$ cat src/rtl/ins_fetch.sv
// Instruction fetch stage with IF/ID pipeline register.
// Single outstanding imem request; EX redirects squash in-flight fetches.
module ins_fetch #(
    parameter logic [31:0] RESET_PC  = 32'h0000_0000,
    parameter logic [31:0] NOP_INSTR = 32'h0000_0013
) (
    input  logic        clk,
    input  logic        rst,
    input  logic        pipeline_stall_in,
    input  logic        redirect_valid_in,
    input  logic [31:0] redirect_pc_in,
    output logic        imem_req_valid,
    output logic [31:0] imem_req_addr,
    input  logic        imem_req_ready,
    input  logic        imem_resp_valid,
    input  logic [31:0] imem_resp_data,
    output logic [31:0] if_ins_out,
    output logic [31:0] if_pc_out,
    output logic [31:0] if_pc_plus_4_out,
    output logic        if_valid_out
);

    typedef enum logic [1:0] {
        S_REQ,
        S_WAIT,
        S_HOLD
    } state_t;

    state_t      state;
    logic [31:0] pc;
    logic [31:0] req_pc;
    logic [31:0] hold_data;
    logic        drop;

    assign imem_req_valid = (state == S_REQ) && !rst;
    assign imem_req_addr  = pc;

    always_ff @(posedge clk) begin
        if (rst) begin
            state            <= S_REQ;
            pc               <= RESET_PC;
            req_pc           <= RESET_PC;
            hold_data        <= NOP_INSTR;
            drop             <= 1'b0;
            if_ins_out       <= NOP_INSTR;
            if_pc_out        <= 32'h0;
            if_pc_plus_4_out <= 32'h0;
            if_valid_out     <= 1'b0;
        end else if (redirect_valid_in) begin
            if_ins_out   <= NOP_INSTR;
            if_valid_out <= 1'b0;
            pc           <= {redirect_pc_in[31:2], 2'b00};
            unique case (state)
                S_REQ: begin
                    // accepted request still returns data; mark it stale
                    if (imem_req_ready) begin
                        state <= S_WAIT;
                        drop  <= 1'b1;
                    end
                end
                S_WAIT: begin
                    if (imem_resp_valid) begin
                        state <= S_REQ;
                        drop  <= 1'b0;
                    end else begin
                        drop <= 1'b1;
                    end
                end
                S_HOLD:  state <= S_REQ;
                default: state <= S_REQ;
            endcase
        end else begin
            if (!pipeline_stall_in) begin
                if_ins_out   <= NOP_INSTR;
                if_valid_out <= 1'b0;
            end
            unique case (state)
                S_REQ: begin
                    if (imem_req_ready) begin
                        req_pc <= pc;
                        pc     <= pc + 32'd4;
                        state  <= S_WAIT;
                    end
                end
                S_WAIT: begin
                    if (imem_resp_valid) begin
                        if (drop) begin
                            drop  <= 1'b0;
                            state <= S_REQ;
                        end else if (!pipeline_stall_in) begin
                            if_ins_out       <= imem_resp_data;
                            if_pc_out        <= req_pc;
                            if_pc_plus_4_out <= req_pc + 32'd4;
                            if_valid_out     <= 1'b1;
                            state            <= S_REQ;
                        end else begin
                            hold_data <= imem_resp_data;
                            state     <= S_HOLD;
                        end
                    end
                end
                S_HOLD: begin
                    if (!pipeline_stall_in) begin
                        if_ins_out       <= hold_data;
                        if_pc_out        <= req_pc;
                        if_pc_plus_4_out <= req_pc + 32'd4;
                        if_valid_out     <= 1'b1;
                        state            <= S_REQ;
                    end
                end
                default: state <= S_REQ;
            endcase
        end
    end

endmodule

$ cat config.mk
export PLATFORM = sky130hd
export DESIGN_NAME = ins_fetch
export DESIGN_NICKNAME = d
export VERILOG_FILES = /design/src/rtl/ins_fetch.sv
export SDC_FILE = /design/constraint.sdc
export NUM_CORES = 1
export LEC_CHECK = 0
export CELL_PAD_IN_SITES_DETAIL_PLACEMENT = 1
export CELL_PAD_IN_SITES_GLOBAL_PLACEMENT = 2
export CORE_MARGIN = 3
export CORE_UTILIZATION = 28
export DETAILED_ROUTE_END_ITERATION = 8
export GPL_ROUTABILITY_DRIVEN = 0
export PLACE_DENSITY = 0.77
export SETUP_SLACK_MARGIN = 0.02
export SYNTH_ARGS = -nofsm -noshare
export SYNTH_HDL_FRONTEND = slang
export SYNTH_SLANG_ARGS = --single-unit
$ cat constraint.sdc
create_clock -name clk -period 2.1 [get_ports clk]
set_input_delay 0.42 -clock clk [delete_from_list [all_inputs] [get_ports clk]]
set_output_delay 0.42 -clock clk [all_outputs]
set_load 0.005 [all_outputs]
# == Yosys cells after proc, flatten, opt, wreduce, memory -nomap -nowiden ==
# Cells that the tools add are included.
# classes
bitwise_logic,2
eq_ne,6
addsub,2
n_reduce_logical,17
n_mux,37
# ops
operator,n
32-bit two-way mux,14
32-bit case mux with 2 select lines,3
32-bit by 3-bit adder with 32-bit output (second input constant),2
2-bit two-way mux,7
2-bit nonzero test,6
1-bit two-way mux,9
4-bit AND reduction,2
3-bit != test (second input constant),2
2-bit case mux with 3 select lines,1
2-bit AND reduction,3
5-bit AND reduction,1
2-bit != test (second input constant),2
1-bit case mux with 2 select lines,2
2-bit case mux with 2 select lines,1
3-bit AND reduction,1
2-bit by 1-bit equality test with 1-bit output (second input constant),1
2-bit equality test (second input constant),1
2-bit zero test,1
1-bit NOT,2
2-bit OR reduction,1
1-bit logical AND,1
1-bit zero test,1
# word_totals
inputBits,70
out_inout_bits,130
elab_cells,74
ff_bits,196

# == Depth between registers and ports, before layout ==
# Gate-level depths: netlist of run 1.
# logic_depth
word_depth,5
mapped_depth,10
ltp_nobuf,7

# == Worst setup path after synthesis of run 1 ==
# No wires, ideal clock.
# synth_timing
path_kind,register -> register
from,register state[1]
to,register if_pc_plus_4_out[10]
period_less_slack_ns,1.973
setup_time_ns,0.134
t_arrival_ns,1.838
setup_slack_ns,0.127
n_path_buf,3
required_time_ns,1.966
path_stages_with_launch,9
cell_sequence,dfxtp_1 -> inv_1 -> ha_1 -> clkbuf_1 -> nand2b_1 -> a211oi_2 -> clkbuf_1 -> buf_2 -> a211oi_1
# synth_between
elab_chain_cells,3
word_cells_on_any_way,7
classes_between,eq/ne (4); mux (1); reduce/logical (2)
# synth_lines
item,line,text
start: declaration,29,state_t state;
start signal: assignment,40,state <= S_REQ;
start signal: assignment,57,state <= S_WAIT;
start signal: assignment,63,state <= S_REQ;
2-bit by 1-bit equality test with 1-bit output or 2-bit equality test (tied branches),77,unique case (state)
2-bit != test (no line) or 2-bit nonzero test (tied branches),-,
4-bit AND reduction (no line),-,
end signal: assignment,93,if_pc_plus_4_out <= req_pc + 32'd4;
end signal: assignment,106,if_pc_plus_4_out <= req_pc + 32'd4;
end: declaration,19,"output logic [31:0] if_pc_plus_4_out,"
# Several ways; a longest one is shown, not always the timed one.
# A chain may end at the register's enable or synchronous reset.

# == Worst setup path after layout of run 1 ==
# layout_timing
from,register pc[7] (netlist: imem_req_addr[7])
to,output port imem_req_addr[7]
# layout_rtl
item,line,text
start: declaration,30,logic [31:0] pc;
start signal: assignment,52,"pc <= {redirect_pc_in[31:2], 2'b00};"
start signal: assignment,81,pc <= pc + 32'd4;
end: declaration,13,"output logic [31:0] imem_req_addr,"
# No word-level cell between the ends.

==> impl_summary.md, run 1 <==
STA
The worst path needs 1.99 ns of the cycle, external delays included. At the pin with the least slew margin, the transition time is 0.779 ns. Setup violations remaining at the end of the flow were counted as 0. The worst slew slack as a fraction of its limit is 48.1%. Timing would allow up to 501 MHz. The total count of hold-check failures in the final report was 0. The worst setup skew after layout is 0.0181 ns. Dividing the final minimum period by the clock period gives 95.0%. Setup repair after global routing left no endpoint under its margin.

The number of pins exceeding their max-slew limit in the final report came to 0.

Power
Dividing total power by cell area gives a power density of 694 nW/um^2. The analysis attributes to net switching a power of 0.00217 W. Net switching is 27.0% of the power. The portion of total power attributed to sequential cells is 46.6%. The worst-case IR drop observed on VDD is 0.556 mV. In this run the static leakage power is 3.97 nW. Per report_power, the clock group accounts for 41.6% of the total. Of the total power, combinational logic draws 11.9%. The internal power of the cells totals 0.00586 W.

Synthesis
Counting flops with an async set or reset pin after synthesis yields a share of 0%. The post-synthesis instance area is 8100 um^2. The post-synthesis mux area share is 0.371%.

In the post-synthesis netlist, the biggest area contributors are sky130_fd_sc_hd__dfxtp_1 (46%), sky130_fd_sc_hd__nand2_1 (10%), sky130_fd_sc_hd__a21oi_1 (6.4%). The predominant post-synthesis flop cell is sky130_fd_sc_hd__dfxtp_1. Summing the areas of all and, or, nand and nor instances in the mapped netlist gives 23.3% of the synthesized area. By instance count, the leading cell after synthesis is sky130_fd_sc_hd__nand2_1.

After Yosys synthesis, full adders, half adders and majority gates account for 0.773% of the synthesized area. After synthesis, the largest area contributor takes up 46.5% of total cell area. The commonest cells after synthesis are sky130_fd_sc_hd__nand2_1 (215), sky130_fd_sc_hd__dfxtp_1 (188), sky130_fd_sc_hd__a21oi_1 (104). The post-synthesis cell type with the largest combined area is sky130_fd_sc_hd__dfxtp_1. The synthesized design contains 188 register bits. The number of flops mapped to enable cells by yosys is 0.

The Yosys step of the flow raised 0 warnings. The compound-gate portion of the synthesized area is 18.9%. Of the synthesized area, sequential elements account for 46.5%. Synthesis produced a netlist whose cell count is 995. Summing the areas of all xor and xnor instances in the mapped netlist gives 5.19% of the synthesized area. The number of distinct standard cells referenced by the synthesized netlist is 47. The mean cell area of the mapped netlist is 8.14 um^2. The largest family of logic cells by synthesized area is simple AND/OR/NAND/NOR gates.

Setup path
STA classifies the critical path startpoint as a register. The peak per-stage delay on the critical path is 0.50 ns. Data on the critical path arrives at its endpoint at 1.57 ns. The largest individual stage delay along the critical path comes from the cell sky130_fd_sc_hd__clkdlybuf4s50_1. The signal on the critical path passes through buf_4, clkdlybuf4s50_1. STA classifies the critical path endpoint as a primary output. STA puts the critical path data required time at 1.68 ns. The critical-path maximum fanout is 4. The critical path start-end classification is reg2out.

The number of buffer and inverter instances along the worst setup path is 2. The dominant delay contributor by cell family on the critical path is buffers and inverters.

Placed design
In this run the cell area measured after placement is 10900 um^2. Input and output buffers added on the ports amount to 191. Detailed placement finished with a half-perimeter wire length of 19300 um.

Floorplanning
The count of pins on the block boundary is 200. Once the floorplan was initialized, standard cells occupied 28.8% of the core. The placeable core area is 28200 um^2. Measured along the y axis, the die boundary spans 176 um. The die footprint is 31000 um^2. The cell row count is 61. The die is 176 um wide.

GRT
The global router's overall resource usage is 17.5%. The largest net degree at the start of global routing is 159. The initial antenna violation count is 0. The global-route wire length before repair is 43800 um. The number of global-route vias before repair is 7860. The total overflow left after global routing is 0.

CTS
The H-tree generated during clock tree synthesis spans 4 levels. TritonCTS built the clock tree. After clock tree synthesis, the clock-pin slew on the worst setup and hold paths is 0.08 ns.

The sink count of the clock tree is 188. The buffer levels on the longest clock path is 2. Clock latency on the worst-skew pair, taken at its later pin, is 0.44 ns. Buffers inserted during clock tree synthesis total 17. In this run the post-CTS setup repair buffer count came out at 0. The root cell of the clock tree is sky130_fd_sc_hd__clkbuf_16.

Cells and area
After filler insertion, the fill cell instance count of the layout stands at 3325. The final antenna diode count is 0. For this run, the post-layout net count is 1275.

The relative area change from synthesis to final layout is 43.1%. The share of final-layout standard cells stronger than drive strength 1 is 11.2%. Cells fill 41.1% of the core in the end. Summing all flip-flop and latch instances after layout gives 3770 um^2.

Summing all multi-input logic gate instances after layout gives 4020 um^2. The finished cells cover 11600 um^2.

Drt
The detailed router placed 7647 vias in this run. The per-cell routed wire length is 17.2 um. For this block, the routed nets add up to 27300 um of wire. After detailed routing, the number of vias per cell comes to 4.81. Before antenna repair, the detailed router went through 4 iterations. The remaining number of nets flagged by the antenna check after routing is 0. The detailed router finished its first iteration with 318 violations. The DRC violations left is 0.

Status
The run finished with clean final reports.

Flow run
The number of max-cap violations is 0.

Hold path
In this run the worst hold path is classified as reg2reg.
cells by family (layout without fill, tap and decap cells):
family / Yosys count / count (layout)
buf+inv: 97 / 310
xor+xnor: 48 / 48
fa+ha+maj: 5 / 5
other cells: 1 / 6
simple gates: 415 / 415
mux: 3 / 3
compound gates: 238 / 238
flops: 188 / 188
path summary, 6_finish.rpt:
path                          start           endpoint  slack [ns]  cells after the start
setup / recovery   imem_req_addr[7]   imem_req_addr[7]        0.11                      2
hold / removal        if_pc_out[21]      if_pc_out[21]        0.46                      2
setup reg to reg  imem_req_addr[13]  imem_req_addr[31]        0.20                      5
hold reg to reg       if_pc_out[21]      if_pc_out[21]        0.46                      2
layout by cell type (no fill, tap or decap), drive strengths merged, types with 2 or more instances in the layout:
cell           count
a211oi            42
a21oi            104
a22o              29
a22oi             30
a311oi             6
a32oi              2
and2               3
and3               9
and4              12
buf               76
clkbuf            18
clkdlybuf4s50    189
clkinv             4
conb               6
dfxtp            188
ha                 5
inv               21
mux2i              3
nand2            215
nand3             29
nand3b             4
nand4             17
nor2              96
nor3               9
nor4               5
nor4b              2
o21ai             21
or2                3
or3                7
xnor2             17
xor2              31
power by group through the flow:
stage | registers [W] | logic, W | clock network, W
floorplan | 0.00382 | 0.000385 | 0
detailed placement | 0.00382 | 0.000948 | 0
global route | 0.00376 | 0.00105 | 0.00361
CTS | 0.00374 | 0.000962 | 0.00344
global placement | 0.00382 | 0.000941 | 0
finish | 0.00374 | 0.000953 | 0.00334
sequential cells by signal (all words and copies together) (netlist names):
signal            count
hold_data            32
if_ins_out           32
if_pc_out            30
if_pc_plus_4_out     30
imem_req_addr        30
req_pc               30
state                 2
drop                  1
if_valid_out          1
routing by layer:
| metal | vias up | GRT usage, % | share of wire (%) |
|---|---|---|---|
| met1 | 3658 | 25.4 | 51 |
| met5 | - | 0 | 0 |
| met2 | 143 | 27.5 | 44 |
| met3 | 10 | 2.75 | 3.6 |
| met4 | 0 | 3.56 | 0.71 |
| li1 | 3836 | - | - |
worst reg2reg max path, cell delays in order (launching register included):
cell and delay [ns]:
sky130_fd_sc_hd__dfxtp_1 0.47, sky130_fd_sc_hd__nand4_4 0.21, sky130_fd_sc_hd__or4_1 0.59, sky130_fd_sc_hd__o31a_1 0.26, sky130_fd_sc_hd__o21ai_1 0.14, sky130_fd_sc_hd__a21oi_1 0.08
through the flow:
stage / TNS (ns) / setup WS [ns] / hold slack [ns] / power, W / instances
after detailed placement: -6.79 / -0.198 / 0.448 / 0.00477 / 1559
after floorplan: 0 / 0.127 / 0.432 / 0.00421 / 1000
after global placement: -3.32 / -0.100 / 0.442 / 0.00476 / 1559
after global routing: 0 / 0.0365 / 0.477 / 0.00841 / 1591
final: 0 / 0.105 / 0.456 / 0.00804 / 1591
after CTS: 0 / 0.0781 / 0.459 / 0.00815 / 1591
repair_timing:
item                       CTS  global route
gates resized for setup      7             8
cloned                       0             0
hold buffers                 0             0
pin swaps                    0             1
setup endpoints to repair    2            26
area by class of cell:
class / instances / share of cell area (%)
clock buffer: 18 / 3.79
clock inverter: 14 / 1.44
inverter: 12 / 0.389
multi-input combinational: 715 / 34.7
sequential: 188 / 32.5
tap: 378 / 4.08
timing repair buffer: 266 / 23.1
(Power assumes the default switching activity.)
==> run 2, diff against run 1 <==
CORE_ASPECT_RATIO = 0.9   (was not set)
CORE_MARGIN = not set   (was 3)
==> run 2 against run 1 <==
Effect of this change: die area down 4.5%; first-iteration DRC count up 10%; sequential share of layout area down 0.10 points; register-to-register slack got worse by 0.07 ns; clock skew hardly changed; core utilization up 0.11 points; via count up 0.84%; sequential power barely moved; hold slack worse by 0.0020 ns.
==> impl_summary.md, run 2 (synthesis results as in run 1) <==
Drt
The remaining number of nets flagged by the antenna check after routing is 0 (unchanged). The per-cell routed wire length is 17.1 um (was 17.2 um). The count of TritonRoute iterations in the first routing pass is 5 (was 4). The DRC violations left is 0 (unchanged). The average via count per standard cell is 4.86 (was 4.81).

The count of routing violations after the opening detailed-route iteration is 351 (was 318). The final wirelength is 27100 um (was 27300 um). The count of vias placed by the detailed router is 7711 (was 7647).

Setup path
The critical path start-end classification is reg2reg (was reg2out). Critical Path, Cell by Cell: inv_2, ha_4, buf_4, nand4_2, or3_1, buf_4, nor3_2, xnor2_1, a211oi_1 (was buf_4, clkdlybuf4s50_1). The arrival time of the worst setup path came to 2.32 ns (was 1.57 ns). The critical path capture point type is a register (was primary output). The critical-path maximum fanout came to 4 (unchanged). The required arrival time at the worst endpoint is 2.45 ns (was 1.68 ns). The startpoint class of the critical path is a register (unchanged).

The dominant cell type by count on the critical path is sky130_fd_sc_hd__buf_4. The cell with the largest stage delay on the worst path is sky130_fd_sc_hd__or3_1 (was sky130_fd_sc_hd__clkdlybuf4s50_1). The peak per-stage delay on the critical path is 0.41 ns (was 0.50 ns).

STA
The count of endpoints failing setup in the final report is 0 (unchanged). The minimum clock period is 1.97 ns (was 1.99 ns). The worst slew slack as a fraction of its limit is 59.4% (was 48.1%). The worst-margin pin slew came to 0.610 ns (was 0.779 ns). The number of pins exceeding their max-slew limit in the final report is 0 (unchanged). The aggregate negative setup slack was 0 ns (unchanged). The share of the clock period used by the worst path came to 93.8% (was 95.0%). The highest attainable clock frequency came to 507 MHz (was 501 MHz). RSZ-0062 raised after global routing: false (unchanged). The total count of hold-check failures in the final report was 0 (unchanged).

The worst setup skew after layout came to 0.0183 ns (was 0.0181 ns). The final-layout worst hold slack came to 0.454 ns (was 0.456 ns).

Status
Result of the run: complete, no violations (unchanged).

GRT
The global route total overflow is 0 (unchanged). The initial antenna violation count is 0 (unchanged). The global router's overall resource usage came to 18.6% (was 17.5%). The number of global-route vias before repair is 7579 (was 7860). The global-route wire length before repair is 42900 um (was 43800 um). The largest net degree at the start of global routing is 57 (was 159).

Placed design
The cell area after placement was 10900 um^2 (about the same). The total of buffers placed on input and output ports is 191 (unchanged). The half-perimeter wire length after placement is 19300 um (about the same). The total instance count after detailed placement is 1552 (was 1559).

Floorplanning
The die width was 181 um (was 176 um). The placeable core area was 28200 um^2 (about the same). The cell row count was 58 (was 61).

The initial core utilization is 28.8% (about the same). The die footprint is 29600 um^2 (was 31000 um^2). The die outline height is 163 um (was 176 um). The count of pins on the block boundary is 200 (unchanged).

Power
The cell leakage power is 4.02 nW (was 3.97 nW). The ratio of total power to cell area is 701 nW/um^2 (was 694 nW/um^2). The worst voltage drop across the vdd grid is 0.535 mV (was 0.556 mV).

CTS
The clock transition time at the flip-flop clock pins of the worst setup and hold paths is 0.08 ns (about the same). The buffer levels on the longest clock path is 2 (unchanged). The number of buffers created by CTS came to 17 (unchanged). The clock latency at the later pin of the worst-skew pair came to 0.44 ns (about the same).

The TritonCTS clock tree is built (unchanged). The number of H-tree branching levels came to 4 (unchanged). The root cell of the clock tree is sky130_fd_sc_hd__clkbuf_16 (unchanged).

The sink count of the clock tree is 188 (unchanged).

Cells and area
The relative area change from synthesis to final layout is 43.4% (was 43.1%). The final net count is 1288 (was 1275). Largest regs: hold_data x32, if_ins_out x32 (unchanged). The share of final-layout standard cells stronger than drive strength 1 is 11.7% (was 11.2%). The count of placed standard cells in the final layout, fillers left out is 1586 (was 1591).

The most common cell after layout, fill and taps aside was sky130_fd_sc_hd__nand2_1 (unchanged). Leading cell types in the layout, fill and taps excluded: sky130_fd_sc_hd__nand2_1 (215), sky130_fd_sc_hd__clkdlybuf4s50_1 (189), sky130_fd_sc_hd__dfxtp_1 (188) (was sky130_fd_sc_hd__nand2_1 (215), sky130_fd_sc_hd__clkdlybuf4s50_1 (189), sky130_fd_sc_hd__dfxtp_1 (186)). The cell area after layout is 11600 um^2 (about the same).

The final antenna diode count was 0 (unchanged).

Hold path
The class of the most critical hold timing path is reg2reg (unchanged).

Flow run
The number of max-cap violations was 0 (unchanged).
run 2: cell types whose count changed in the layout (fill, tap and decap cells not counted), moves of 2 or more:
cell	change
sky130_fd_sc_hd__buf_4	+15
sky130_fd_sc_hd__buf_12	-2
sky130_fd_sc_hd__dfxtp_1	+2
sky130_fd_sc_hd__dfxtp_2	-2
run 2: where the power goes:
group	internal [W]	leakage, nW	total, W	switching, W
sequential	0.00365	1.52	0.00373	0.0000806
clock	0.00183	0.306	0.00345	0.00163
combinational	0.000467	2.19	0.000957	0.000490
run 2: through the flow:
| stage | util, % | setup WS [ns] | total power (W) |
|---|---|---|---|
| 2_1_floorplan | - | 0.127 | 0.00421 |
| 3_3_place_gp | 38.9 | -0.121 | 0.00475 |
| 3_5_place_dp | 38.9 | -0.164 | 0.00477 |
| 4_1_cts | 41.1 | 0.0768 | 0.00826 |
| 5_1_grt | 41.3 | 0.0107 | 0.00849 |
| 6_report | 41.3 | 0.129 | 0.00815 |
run 2: critical path, delay by kind of cell (launching register included):
kind            cells  cell delay, ns
buf+inv             3            0.41
flops               1            0.34
xor+xnor            1            0.09
fa+ha+maj           1            0.13
compound gates      1            0.22
simple gates        3            0.70
run 2: path summary, 6_finish.rpt:
| check | startpoint | to | slack [ns] | cells after the start |
|---|---|---|---|---|
| hold / removal | if_valid_out | if_valid_out | 0.45 | 2 |
| hold reg to reg | if_valid_out | if_valid_out | 0.45 | 2 |
| setup / recovery | state[0] | imem_req_addr[21] | 0.13 | 9 |
| setup reg to reg | state[0] | imem_req_addr[21] | 0.13 | 9 |
run 2: cell type report:
| class | instances | area (um^2) |
|---|---|---|
| Clock inverter | 15 | 195 |
| Multi-Input combinational cell | 715 | 3990 |
| Inverter | 12 | 45.0 |
| Sequential cell | 188 | 3760 |
| Timing Repair Buffer | 279 | 2750 |
| Fill cell | 3319 | 16500 |
| Tap cell | 360 | 450 |
| Clock buffer | 17 | 425 |
run 2: repair_timing:
action | in CTS | in global routing
resized for setup | 5 | 2
gates cloned | 0 | 1
pin swaps | 1 | 0
buffers inserted | 1 | 0
setup endpoints to repair | 1 | 28
hold buffers | 0 | 0
run 2: metal layers:
metal / wire (um) / global-route usage, %
met5: 0 / 0
met2: 11400 / 27.1
met3: 1040 / 3.84
met4: 261 / 4.66
met1: 14400 / 27.4
==> run 3, diff against run 2 <==
CORE_MARGIN = 4   (was not set)
HOLD_SLACK_MARGIN = 0.08   (was not set)
==> run 3 against run 2 <==
Effect of this change: clock power down 2%; worst setup slack worse by 0.0011 ns; first-iteration DRC count up 23%; sequential cell count unchanged; wire length up 1.4%; non-clock buffer count down 10; core utilization down 0.37 points; sequential share of layout area up 0.22 points; combinational power down 2%; critical path depth down 7; critical endpoint is now imem_req_addr[4].
==> impl_summary.md, run 3 (synthesis results as in run 1) <==
Status
Result of the run: complete, no violations (unchanged).

CTS
The number of hold buffers added after cts is 0 (unchanged). The number of H-tree branching levels is 4 (unchanged). The clock latency at the later pin of the worst-skew pair came to 0.44 ns (about the same).

The TritonCTS clock tree is built (unchanged). The sink count of the clock tree is 188 (unchanged). The number of buffers created by CTS came to 17 (unchanged). The root cell of the clock tree is sky130_fd_sc_hd__clkbuf_16 (unchanged). The clock transition time at the flip-flop clock pins of the worst setup and hold paths was 0.08 ns (about the same). The buffer levels on the longest clock path is 2 (unchanged).

Setup path
The arrival time of the worst setup path is 1.55 ns (was 2.32 ns). The number of buffer and inverter instances along the worst setup path was 2 (was 3). The required arrival time at the worst endpoint was 1.68 ns (was 2.45 ns). Critical Path, Cell by Cell: buf_4, clkdlybuf4s50_1 (was inv_2, ha_4, buf_4, nand4_2, or3_1, buf_4, nor3_2, xnor2_1, a211oi_1).

The cell with the largest stage delay on the worst path was sky130_fd_sc_hd__clkdlybuf4s50_1 (was sky130_fd_sc_hd__or3_1). The worst reg-to-reg setup slack was 0.16 ns (was 0.13 ns). The peak per-stage delay on the critical path is 0.52 ns (was 0.41 ns). The number of cells on the worst reg-to-reg path is 9 (unchanged). The critical register-to-register path endpoint is imem_req_addr[17] (was imem_req_addr[21]).

The startpoint class of the critical path is a register (unchanged). The dominant delay contributor by cell family on the critical path is buffers and inverters (was simple AND/OR/NAND/NOR gates). The launching point of the worst reg2reg path is state[1] (was state[0]). The critical-path maximum fanout was 4 (unchanged).

The critical path capture point type is a primary output (was register). The critical path start-end classification is reg2out (was reg2reg).

Cells and area
Largest regs: hold_data x32, if_ins_out x32 (unchanged). The most common cell after layout, fill and taps aside is sky130_fd_sc_hd__nand2_1 (unchanged). The relative area change from synthesis to final layout came to 42.5% (was 43.4%).

The final net count is 1278 (was 1288). The cell area after layout is 11500 um^2 (was 11600 um^2). The share of final-layout standard cells stronger than drive strength 1 is 11.4% (was 11.7%).

The utilization of the core after routing came to 40.9% (was 41.3%). Leading cell types in the layout, fill and taps excluded: sky130_fd_sc_hd__nand2_1 (215), sky130_fd_sc_hd__clkdlybuf4s50_1 (189), sky130_fd_sc_hd__dfxtp_1 (187) (was sky130_fd_sc_hd__nand2_1 (215), sky130_fd_sc_hd__clkdlybuf4s50_1 (189), sky130_fd_sc_hd__dfxtp_1 (188)). The final antenna diode count is 0 (unchanged).

GRT
The largest net degree at the start of global routing is 124 (was 57). The initial antenna violation count is 0 (unchanged). The global-route wire length before repair was 43900 um (was 42900 um). The global route total overflow was 0 (unchanged).

The number of global-route vias before repair was 7789 (was 7579). The global router's overall resource usage is 17.1% (was 18.6%).

Drt
The remaining number of nets flagged by the antenna check after routing was 0 (unchanged). The count of vias placed by the detailed router came to 7694 (was 7711). The count of TritonRoute iterations in the first routing pass is 4 (was 5). The final wirelength is 27500 um (was 27100 um). The DRC violations left was 0 (unchanged). The per-cell routed wire length is 17.5 um (was 17.1 um).

The average via count per standard cell was 4.88 (was 4.86). The count of routing violations after the opening detailed-route iteration is 433 (was 351).

STA
The share of the clock period used by the worst path was 93.9% (was 93.8%). The worst-margin pin slew is 0.678 ns (was 0.610 ns). The least setup slack across all paths after layout is 0.128 ns (was 0.129 ns). The highest attainable clock frequency is 507 MHz (about the same). The worst setup skew after layout is 0.0162 ns (was 0.0183 ns). The count of endpoints failing setup in the final report was 0 (unchanged).

RSZ-0062 raised after global routing: true (was false). The number of pins exceeding their max-slew limit in the final report came to 0 (unchanged). The worst slew slack as a fraction of its limit was 54.8% (was 59.4%). The minimum clock period is 1.97 ns (about the same). The aggregate negative setup slack is 0 ns (unchanged). The total count of hold-check failures in the final report was 0 (unchanged).

Placed design
The total of buffers placed on input and output ports is 191 (unchanged). The half-perimeter wire length after placement is 19800 um (was 19300 um). The worst setup slack after placement is -0.175 ns (was -0.164 ns).

The cell area after placement came to 10900 um^2 (about the same).

Floorplanning
The die width is 187 um (was 181 um). The die outline height is 169 um (was 163 um). The placeable core area is 28200 um^2 (about the same). The cell row count is 58 (unchanged). The initial core utilization came to 28.7% (was 28.8%). The count of pins on the block boundary came to 200 (unchanged). The die footprint is 31700 um^2 (was 29600 um^2).

Power
The total power of the final layout is 0.00807 W (was 0.00815 W). The cell leakage power is 3.96 nW (was 4.02 nW). The ratio of total power to cell area came to 699 nW/um^2 (was 701 nW/um^2). The worst voltage drop across the vdd grid is 0.536 mV (was 0.535 mV).

Hold path
The launch instance of the worst min-delay path was if_valid_out (unchanged). The cell count of the worst hold path was 2 (unchanged). The class of the most critical hold timing path was reg2reg (unchanged). The destination of the worst hold path is if_valid_out (unchanged).

Flow run
The number of max-cap violations is 0 (unchanged).
## run 3: metal layers
layer / vias up / track usage, % / part of all wire (%)
li1: 3852 / - / -
met1: 3672 / 25.2 / 52
met5: - / 0 / 0
met3: 16 / 3.33 / 4.3
met4: 0 / 4.11 / 1.0
met2: 154 / 25.8 / 43
## run 3: where the power goes
group          switching [W]  internal, W  leakage, nW  total [W]
logic               0.000483     0.000457         2.14   0.000941
clock network        0.00164      0.00175        0.291    0.00339
registers          0.0000847      0.00365         1.53    0.00374
total                0.00221      0.00586         3.96    0.00807
## run 3: repair_timing
action | CTS | global route
hold endpoints to repair | 0 | 0
cloned | 0 | 0
pin swaps | 1 | 1
buffers inserted | 1 | 0
resized for setup | 5 | 7
endpoints found under the setup margin | 4 | 65
## run 3: final cells by class
| cell class | instances | area, um^2 |
|---|---|---|
| clock inverters | 14 | 175 |
| multi-input cells | 715 | 4010 |
| clock buffers | 18 | 439 |
| fillers | 3295 | 16700 |
| flip-flops and latches | 188 | 3760 |
| repair buffers | 269 | 2660 |
| well taps | 360 | 450 |
| inverters | 12 | 45.0 |
## run 3: per-stage QoR
stage | cells | hold slack [ns]
floorplan | 1000 | 0.432
global placement | 1543 | 0.442
detailed placement | 1543 | 0.448
CTS | 1576 | 0.458
global route | 1576 | 0.475
finish | 1576 | 0.455
## run 3: how the worst max path moves through the flow
stage                           from                    to  slack [ns]  depth (start not counted)
finish              imem_req_addr[4]      imem_req_addr[4]        0.13                          2
global route                state[1]  if_pc_plus_4_out[23]       0.006                          8
CTS                         state[1]         hold_data[26]       0.008                          8
detailed placement    imem_req_ready     imem_req_addr[17]       -0.17                          7
global placement      imem_req_ready     imem_req_addr[19]       -0.07                          7
floorplan                   state[1]  if_pc_plus_4_out[10]        0.13                          8
## run 3: tightest hold or removal path: cells and delay by family, from the launching register on
family          cells  cell delay, ns
flops               1            0.31
compound gates      1            0.05
simple gates        1            0.05
